[src/rtl/writeback_arbiter_if.sv]
// +--------------------------------------------------------------------------+
// | writeback_arbiter_if : issue, ALU, long-latency and write-port bundle    |
// | Revision 1.0                                                             |
// +--------------------------------------------------------------------------+
`default_nettype none

interface writeback_arbiter_if #(
  parameter int XLEN = 32
);
  logic            issue_valid;
  logic [4:0]      issue_rs1;
  logic [4:0]      issue_rs2;
  logic [4:0]      issue_rd;
  logic            issue_long;
  logic            issue_stall;
  logic            alu_valid;
  logic [4:0]      alu_rd;
  logic [XLEN-1:0] alu_data;
  logic            lw_valid;
  logic [4:0]      lw_rd;
  logic [XLEN-1:0] lw_data;
  logic            lw_ready;
  logic            reg_write;
  logic [4:0]      rd;
  logic [XLEN-1:0] write_data;
  logic [31:0]     busy;

  modport master (
    output issue_valid, issue_rs1, issue_rs2, issue_rd, issue_long,
    output alu_valid, alu_rd, alu_data, lw_valid, lw_rd, lw_data,
    input  issue_stall, lw_ready, reg_write, rd, write_data, busy
  );

  modport slave (
    input  issue_valid, issue_rs1, issue_rs2, issue_rd, issue_long,
    input  alu_valid, alu_rd, alu_data, lw_valid, lw_rd, lw_data,
    output issue_stall, lw_ready, reg_write, rd, write_data, busy
  );
endinterface

`default_nettype wire

[src/rtl/writeback_arbiter.sv]
// +--------------------------------------------------------------------------+
// | writeback_arbiter : ALU/long-result write-port merge + pending scoreboard |
// | Revision 1.0                                                             |
// +--------------------------------------------------------------------------+
`default_nettype none

module writeback_arbiter #(
  parameter int XLEN    = 32,
  parameter int Q_DEPTH = 4
) (
  input  wire logic          clk,
  input  wire logic          rst_n,
  writeback_arbiter_if.slave bus
);
  localparam int c_aw = $clog2(Q_DEPTH);

  logic [4:0]      r_mem_rd   [Q_DEPTH];
  logic [XLEN-1:0] r_mem_data [Q_DEPTH];
  logic [c_aw:0]   r_wptr;
  logic [c_aw:0]   r_rptr;
  logic [31:0]     r_busy;
  logic            r_reg_write;
  logic [4:0]      r_rd;
  logic [XLEN-1:0] r_wdata;
  logic            r_src_long;

  logic            w_full;
  logic            w_empty;
  logic            w_push;
  logic            w_pop;
  logic            w_stall;
  logic            w_issue_accept;
  logic [31:0]     w_busy_next;
  logic [c_aw-1:0] w_widx;
  logic [c_aw-1:0] w_ridx;

  assign w_widx  = r_wptr[c_aw-1:0];
  assign w_ridx  = r_rptr[c_aw-1:0];
  assign w_full  = (r_wptr[c_aw] != r_rptr[c_aw]) && (w_widx == w_ridx);
  assign w_empty = (r_wptr == r_rptr);

  // Readiness depends on current occupancy only: a same-cycle pop never frees a slot early.
  assign w_push = bus.lw_valid && !w_full;
  assign w_pop  = !bus.alu_valid && !w_empty;

  assign w_stall        = bus.issue_valid &&
                          (r_busy[bus.issue_rs1] | r_busy[bus.issue_rs2] | r_busy[bus.issue_rd]);
  assign w_issue_accept = bus.issue_valid && !w_stall;

  // Clear first so that a same-register set takes priority; bit 0 never tracks.
  always_comb begin
    w_busy_next = r_busy;
    if (r_reg_write && r_src_long) begin
      w_busy_next[r_rd] = 1'b0;
    end
    if (w_issue_accept && bus.issue_long) begin
      w_busy_next[bus.issue_rd] = 1'b1;
    end
    w_busy_next[0] = 1'b0;
  end

  always_ff @(posedge clk) begin
    if (w_push) begin
      r_mem_rd[w_widx]   <= bus.lw_rd;
      r_mem_data[w_widx] <= bus.lw_data;
    end
  end

  always_ff @(posedge clk) begin
    if (!rst_n) begin
      r_wptr      <= '0;
      r_rptr      <= '0;
      r_busy      <= '0;
      r_reg_write <= 1'b0;
      r_rd        <= '0;
      r_wdata     <= '0;
      r_src_long  <= 1'b0;
    end else begin
      if (w_push) begin
        r_wptr <= r_wptr + {{c_aw{1'b0}}, 1'b1};
      end
      if (w_pop) begin
        r_rptr <= r_rptr + {{c_aw{1'b0}}, 1'b1};
      end
      r_busy <= w_busy_next;
      if (bus.alu_valid) begin
        r_reg_write <= 1'b1;
        r_rd        <= bus.alu_rd;
        r_wdata     <= bus.alu_data;
        r_src_long  <= 1'b0;
      end else if (!w_empty) begin
        r_reg_write <= 1'b1;
        r_rd        <= r_mem_rd[w_ridx];
        r_wdata     <= r_mem_data[w_ridx];
        r_src_long  <= 1'b1;
      end else begin
        r_reg_write <= 1'b0;
      end
    end
  end

  assign bus.issue_stall = w_stall;
  assign bus.lw_ready    = !w_full;
  assign bus.reg_write   = r_reg_write;
  assign bus.rd          = r_rd;
  assign bus.write_data  = r_wdata;
  assign bus.busy        = r_busy;
endmodule

`default_nettype wire

[src/flat_wrapper.sv]
// flat-port wrapper written by rule: the top's interface ports become plain ports
module writeback_arbiter_flat 
#(
  parameter int XLEN    = 32,
  parameter int Q_DEPTH = 4
)
  (clk, rst_n, bus_issue_valid, bus_issue_rs1, bus_issue_rs2, bus_issue_rd, bus_issue_long, bus_alu_valid, bus_alu_rd, bus_alu_data, bus_lw_valid, bus_lw_rd, bus_lw_data, bus_issue_stall, bus_lw_ready, bus_reg_write, bus_rd, bus_write_data, bus_busy);
  writeback_arbiter_if #(.XLEN(XLEN)) bus_i ();
  input  wire logic clk;
  input  wire logic rst_n;
  input wire logic [$bits(bus_i.issue_valid)-1:0] bus_issue_valid;
  input wire logic [$bits(bus_i.issue_rs1)-1:0] bus_issue_rs1;
  input wire logic [$bits(bus_i.issue_rs2)-1:0] bus_issue_rs2;
  input wire logic [$bits(bus_i.issue_rd)-1:0] bus_issue_rd;
  input wire logic [$bits(bus_i.issue_long)-1:0] bus_issue_long;
  input wire logic [$bits(bus_i.alu_valid)-1:0] bus_alu_valid;
  input wire logic [$bits(bus_i.alu_rd)-1:0] bus_alu_rd;
  input wire logic [$bits(bus_i.alu_data)-1:0] bus_alu_data;
  input wire logic [$bits(bus_i.lw_valid)-1:0] bus_lw_valid;
  input wire logic [$bits(bus_i.lw_rd)-1:0] bus_lw_rd;
  input wire logic [$bits(bus_i.lw_data)-1:0] bus_lw_data;
  output wire logic [$bits(bus_i.issue_stall)-1:0] bus_issue_stall;
  output wire logic [$bits(bus_i.lw_ready)-1:0] bus_lw_ready;
  output wire logic [$bits(bus_i.reg_write)-1:0] bus_reg_write;
  output wire logic [$bits(bus_i.rd)-1:0] bus_rd;
  output wire logic [$bits(bus_i.write_data)-1:0] bus_write_data;
  output wire logic [$bits(bus_i.busy)-1:0] bus_busy;
  assign bus_i.issue_valid = bus_issue_valid;
  assign bus_i.issue_rs1 = bus_issue_rs1;
  assign bus_i.issue_rs2 = bus_issue_rs2;
  assign bus_i.issue_rd = bus_issue_rd;
  assign bus_i.issue_long = bus_issue_long;
  assign bus_i.alu_valid = bus_alu_valid;
  assign bus_i.alu_rd = bus_alu_rd;
  assign bus_i.alu_data = bus_alu_data;
  assign bus_i.lw_valid = bus_lw_valid;
  assign bus_i.lw_rd = bus_lw_rd;
  assign bus_i.lw_data = bus_lw_data;
  assign bus_issue_stall = bus_i.issue_stall;
  assign bus_lw_ready = bus_i.lw_ready;
  assign bus_reg_write = bus_i.reg_write;
  assign bus_rd = bus_i.rd;
  assign bus_write_data = bus_i.write_data;
  assign bus_busy = bus_i.busy;
  writeback_arbiter #(.XLEN(XLEN), .Q_DEPTH(Q_DEPTH)) u_core (.clk(clk), .rst_n(rst_n), .bus(bus_i));
endmodule
[config.mk]
export PLATFORM = sky130hd
export DESIGN_NAME = writeback_arbiter_flat
export DESIGN_NICKNAME = d
export VERILOG_FILES = /design/src/rtl/writeback_arbiter_if.sv /design/src/rtl/writeback_arbiter.sv /design/src/flat_wrapper.sv
export SDC_FILE = /design/constraint.sdc
export NUM_CORES = 1
export LEC_CHECK = 0
export ABC_AREA = 1
export BUFFER_PORTS_ARGS = -buffer_cell sky130_fd_sc_hd__buf_2
export CAP_MARGIN = 20
export CORE_AREA = 2 2 144 146
export CTS_CLUSTER_SIZE = 40
export DETAILED_ROUTE_END_ITERATION = 7
export DIE_AREA = 0 0 146 148
export PLACE_DENSITY = 0.83
export SLEW_MARGIN = 5
export SYNTH_ARGS = -nofsm -noshare
export SYNTH_HDL_FRONTEND = slang
export SYNTH_SLANG_ARGS = --single-unit
[constraint.sdc]
create_clock -name clk -period 3 [get_ports clk]
set_input_delay 0.45 -clock clk [delete_from_list [all_inputs] [get_ports clk]]
set_output_delay 0.45 -clock clk [all_outputs]
set_load 0.1 [all_outputs]
* Word level (Yosys, flattened, before mapping)
Memories as Yosys holds them, arrays and structs flattened. A register that Yosys moved wholly into a read port is not among the register bits.
Cells that the tools add are included.
** Word-level totals
- Flip-flop bits (word level) :: 77
- RAM bits :: 148
- Input bits :: 95
- Output and inout port bits :: 72
- Memories :: 2
** Memory list
- u_core.r_mem_data :: words 4, bits a word 32, rd ports 1, clocked after Yosys merged registers in 1, wr ports 1, RTL line writeback_arbiter.sv:18 : logic [XLEN-1:0] r_mem_data [Q_DEPTH];
- u_core.r_mem_rd :: words 4, bits a word 5, rd ports 1, clocked after Yosys merged registers in 1, wr ports 1, RTL line writeback_arbiter.sv:17 : logic [4:0] r_mem_rd [Q_DEPTH];
** Operators by class
- Add/subtract/negate cells :: 2
- $lt $le $gt $ge :: 6
- Equality and inequality tests :: 4
- Mux-type cells :: 24
- Bitwise logic cells :: 6
- Reduce and logical (&&, ||, !) cells :: 14
** Operator list (number)
- $mux 32 :: 4
- $and 32x32->32 :: 1
- $not 32->32 :: 1
- $or 32x32->32 :: 1
- $lt 5x6->1 const B :: 4
- $bmux 1 s5 :: 3
- $demux 1 s5 :: 2
- $ge 5x1->1 const B :: 2
- $mux 5 :: 2
- $logic_and 1x1->1 :: 9
- $mux 1 :: 9
- $mux 2 :: 4
- $add 3x1->3 const B :: 2
- $logic_not 1->1 :: 4
- $eq 3x3->1 :: 1
- $eq 2x2->1 :: 1
- $ne 2x2->1 const B :: 1
- $or 1x1->1 :: 2
- $reduce_or 2->1 :: 1
- $ne 1x1->1 :: 1
- $not 1->1 :: 1

* Logic depth before layout (Yosys ltp)
- Depth in word-level cells :: 9
- Depth in mapped cells :: 14
- Mapped depth without buffers :: 12

* Least setup slack after synthesis
Ideal clock, no wire load.
- Path type :: reg2out
- From :: register u_core.r_busy[31], in the netlist u_core.bus.busy[31]
- To :: output bus_issue_stall
- Data arrival time :: 3.975 ns
- Data required time :: 2.550 ns
- Path slack :: -1.425 ns
- Cell stages (with the launch flop) :: 12
- Path buffers :: 1
- Cells stage by stage :: dfxtp_1 inv_1 nor2_1 a21oi_1 nand2_1 nand2_1 nand2_1 inv_1 nand2_1 nor2_4 buf_6 a21boi_0
** On the way
- Longest elaborated chain between the ends :: 5
- Elaborated cells on any way between the ends :: 9
** RTL lines
- start: declaration :: RTL line writeback_arbiter.sv:21 : logic [31:0] r_busy;
- start signal: assignment :: RTL line writeback_arbiter.sv:85 : r_busy <= w_busy_next;
- $bmux 1 s5 :: RTL line writeback_arbiter.sv:47 : (r_busy[bus.issue_rs1] | r_busy[bus.issue_rs2] | r_busy[bus.issue_rd]);
- $mux 1 (implied by the code) :: RTL line writeback_arbiter.sv:47
- $or 1x1->1 :: RTL line writeback_arbiter.sv:47
- $or 1x1->1 * :: RTL line writeback_arbiter.sv:47
- $logic_and 1x1->1 * :: RTL line writeback_arbiter.sv:46 : assign w_stall = bus.issue_valid &&
- end: declaration :: RTL line flat_wrapper.sv:22 : output wire logic [$bits(bus_i.issue_stall)-1:0] bus_issue_stall;
Every way passes the cells marked *; elsewhere a longest branch is shown, timed or not. The select of a mux whose other input is x is not followed.

* Worst setup path after layout
- From :: input bus_issue_rd[0]
- To :: output bus_issue_stall
** On the way
- Longest elaborated chain between the ends :: 4
** RTL lines
- start: declaration :: RTL line flat_wrapper.sv:14 : input wire logic [$bits(bus_i.issue_rd)-1:0] bus_issue_rd;
- $bmux 1 s5 :: RTL line writeback_arbiter.sv:47
- $mux 1 (implied by the code) :: RTL line writeback_arbiter.sv:47
- $or 1x1->1 :: RTL line writeback_arbiter.sv:47
- $logic_and 1x1->1 :: RTL line writeback_arbiter.sv:46
Every way passes these cells. The select of a mux whose other input is x is not followed.

==> out/qor.yml <==
synthesis.nets: 1153
period_needed_ps: 2669
antenna_found_initial: 5
ys.flop_type: "edfxtp_1"
grt_pass1_wl_microns: 42020
totalWireLength_microns: 27180
final_nets: 1297
hold_path.class: "input pin to flop"
slew_headroom: 0.3629
holdWs_ps: 147.8
grt_overflow: 0
worst_ep_arrival_time_ps: 2220
critPathMaxFanout: 8
htree_levels: 1
place_ws_ps: 361.6
synthesis.area_per_instance_sq_um: 9.513
routed-via-count: 8601
hold_buffers: 0
post_cts_resized: 0
clock_skew_ps: 10.93
yosys.area.top_type_share: 0.4437
critPathRequiredTime_ps: 2550
syn-instance-count: 1053
worstSkewPairLatency_ps: 510
cts_setup_buffers: 0
port_buffers: 165
grt_pass1_vias: 8377
synth_cell_types: 34
firstDrtPassIters: 6
viasPerCell: 5.776
die_x_microns: 146
path_cells: "buf_2 > nor2_1 > inv_2 > o22ai_1 > o21bai_1 > nand2_1 > inv_1 > nand2_1 > nor2_4 > a21boi_2 > buf_2"
power.leakage_nw: 4.683
synth_edf_count: 148
drv_slew: 0
cts-root-buf: "clkbuf_16"
synth_area_sq_um: 10020
finalHoldViolCount: 0
start_util: 0.4999
crit_type: "input pin to output pin"
cts.clk_slew.worst_paths_ps: 60
grt_max_degree: 75
max-clock-path-buffers: 3
critPathCaptureType: "output pin"
powerDensity_nw_per_um2: 734.0
async_reset_ff_frac: 0
ys_seq_elements: 226
core_sq_um: 20040
vdd_drop_max_v: 0.0006484
layout-drive-gt1-share: 0.1977
status: "finished, final reports clean"
fin_ws_ps: 331.2
synth_area_leaders: "edfxtp_1, dfxtp_1, nand2_1"
num_rows: 52
die_y_microns: 148
synthToLayoutAreaGrowth_pct: 18.29
synth_top_area_cell: "edfxtp_1"
dpl.hpwl_microns: 17360
cpPeakStageDelay_ps: 440
drc: 0
clock_sinks: 226
maxCapViolCount: 0
cp-start-kind: "input pin"
cts_tree: "built"
dieArea_sq_um: 21610
gp_congestion: 0.9870
slowest_stage: "buf_2"
yosysWarnings: 0
cts-buffers-inserted: 23
reg2regPathDepth: 6
fmaxAchievable_mhz: 374.7
initialDrtViolationCount: 1027
post_drt_wl_per_cell_microns: 18.25
grt_usage: 0.2399
setup_violations: 0
min_delay_path_depth: 1
io_pins: 167
rsz0062_at_grt: "no"
drtAntennaViolNets: 0
worst_pin_slew_ps: 954.6
fin_crit_sh: 0.8896
seq_area_frac_synth: 0.5996
-- placed cells by master, fill, tap and decap left out, types with 3 or more instances in the layout --
cell and instances:
a21oi_1 115, a22oi_1 15, a32o_1 14, buf_2 165
buf_4 18, bufinv_16 3, clkbuf_16 25, clkinv_1 3
clkinv_2 4, clkinvlp_4 4, dfxtp_1 77, diode_2 5
edfxtp_1 148, ha_1 5, inv_1 73, inv_2 3
inv_6 3, nand2_1 178, nand3_1 70, nand4_1 31
nor2_1 95, nor2_4 7, nor3_1 7, o21ai_0 105
o22ai_1 26
-- routing by layer --
metal	up-vias	wire length [microns]	track usage
met5	-	13	0
met4	2	716	0.09466
met3	58	2343	0.04722
met2	446	13470	0.4172
met1	4093	10630	0.2960
li1	4002	-	-
-- through the flow --
| step | utilization | power (W) | cell area [sq um] | TNS, ps | std cells |
|---|---|---|---|---|---|
| after floorplan | - | 0.005224 | 10040 | -15470 | 1053 |
| after global placement | 0.5498 | 0.005646 | 11020 | 0 | 1442 |
| after detailed placement | 0.5498 | 0.005700 | 11020 | 0 | 1442 |
| after CTS | 0.5907 | 0.008717 | 11840 | 0 | 1484 |
| after global routing | 0.5912 | 0.008992 | 11850 | 0 | 1488 |
| final | 0.5913 | 0.008697 | 11850 | 0 | 1489 |
-- power by group --
group	internal (W)	switching [W]
Sequential	0.00354	0.0000994
Clock	0.00180	0.00123
Combinational	0.000459	0.00157
Total	0.00579	0.00290
-- final timing paths --
kind	to	slack [ps]	startpoint
hold reg to reg	u_core.bus.write_data[6]	460	u_core.bus.write_data[6]
setup / recovery	bus_issue_stall	330	bus_issue_rd[0]
hold / removal	u_core.r_mem_data[0][13]	150	bus_lw_data[13]
setup reg to reg	u_core.r_mem_data[3][4]	830	u_core.r_rptr[0]
-- registers in the layout, summed over array words and instances (netlist names), named ones only --
signal	count
u_core.bus.reg_write	1
u_core.r_wptr	3
u_core.bus.rd	5
u_core.bus.write_data	32
u_core.r_src_long	1
u_core.r_mem_data	128
u_core.r_mem_rd	20
u_core.bus.busy	31
u_core.r_rptr	3
-- kinds of logic after synthesis --
kind of cell | synth area share
xor+xnor | 0.002624
fa+ha+maj | 0.006245
simple gates | 0.1649
flops | 0.5996
other cells | 0.0003744
buf+inv | 0.06782
compound gates | 0.1585
-- worst max-delay path: cells and delay by family --
kind,cells,cell delay [ps]
buffers and inverters,4,800
and+or+nand+nor,4,610
AOI/OAI and AO/OA,3,370
-- area by class of cell --
class | instances | area [sq um]
multi-input cells | 682 | 3373
fillers | 1712 | 8190
repair buffers | 185 | 1001
clock inverters | 16 | 190.2
diodes | 5 | 12.51
well taps | 270 | 337.8
flip-flops and latches | 226 | 6007
inverters | 79 | 297.8
clock buffers | 26 | 629.4
-- cell usage after synthesis, types with 15 or more instances --
| cell type | n |
|---|---|
| nand2_1 | 178 |
| a21oi_1 | 115 |
| dfxtp_1 | 78 |
| clkbuf_1 | 33 |
| o21ai_0 | 105 |
| o22ai_1 | 26 |
| nand4_1 | 31 |
| a22oi_1 | 15 |
| inv_1 | 74 |
| edfxtp_1 | 148 |
| nor2_1 | 100 |
| nand3_1 | 70 |
Power figures use the tool's default switching activity.
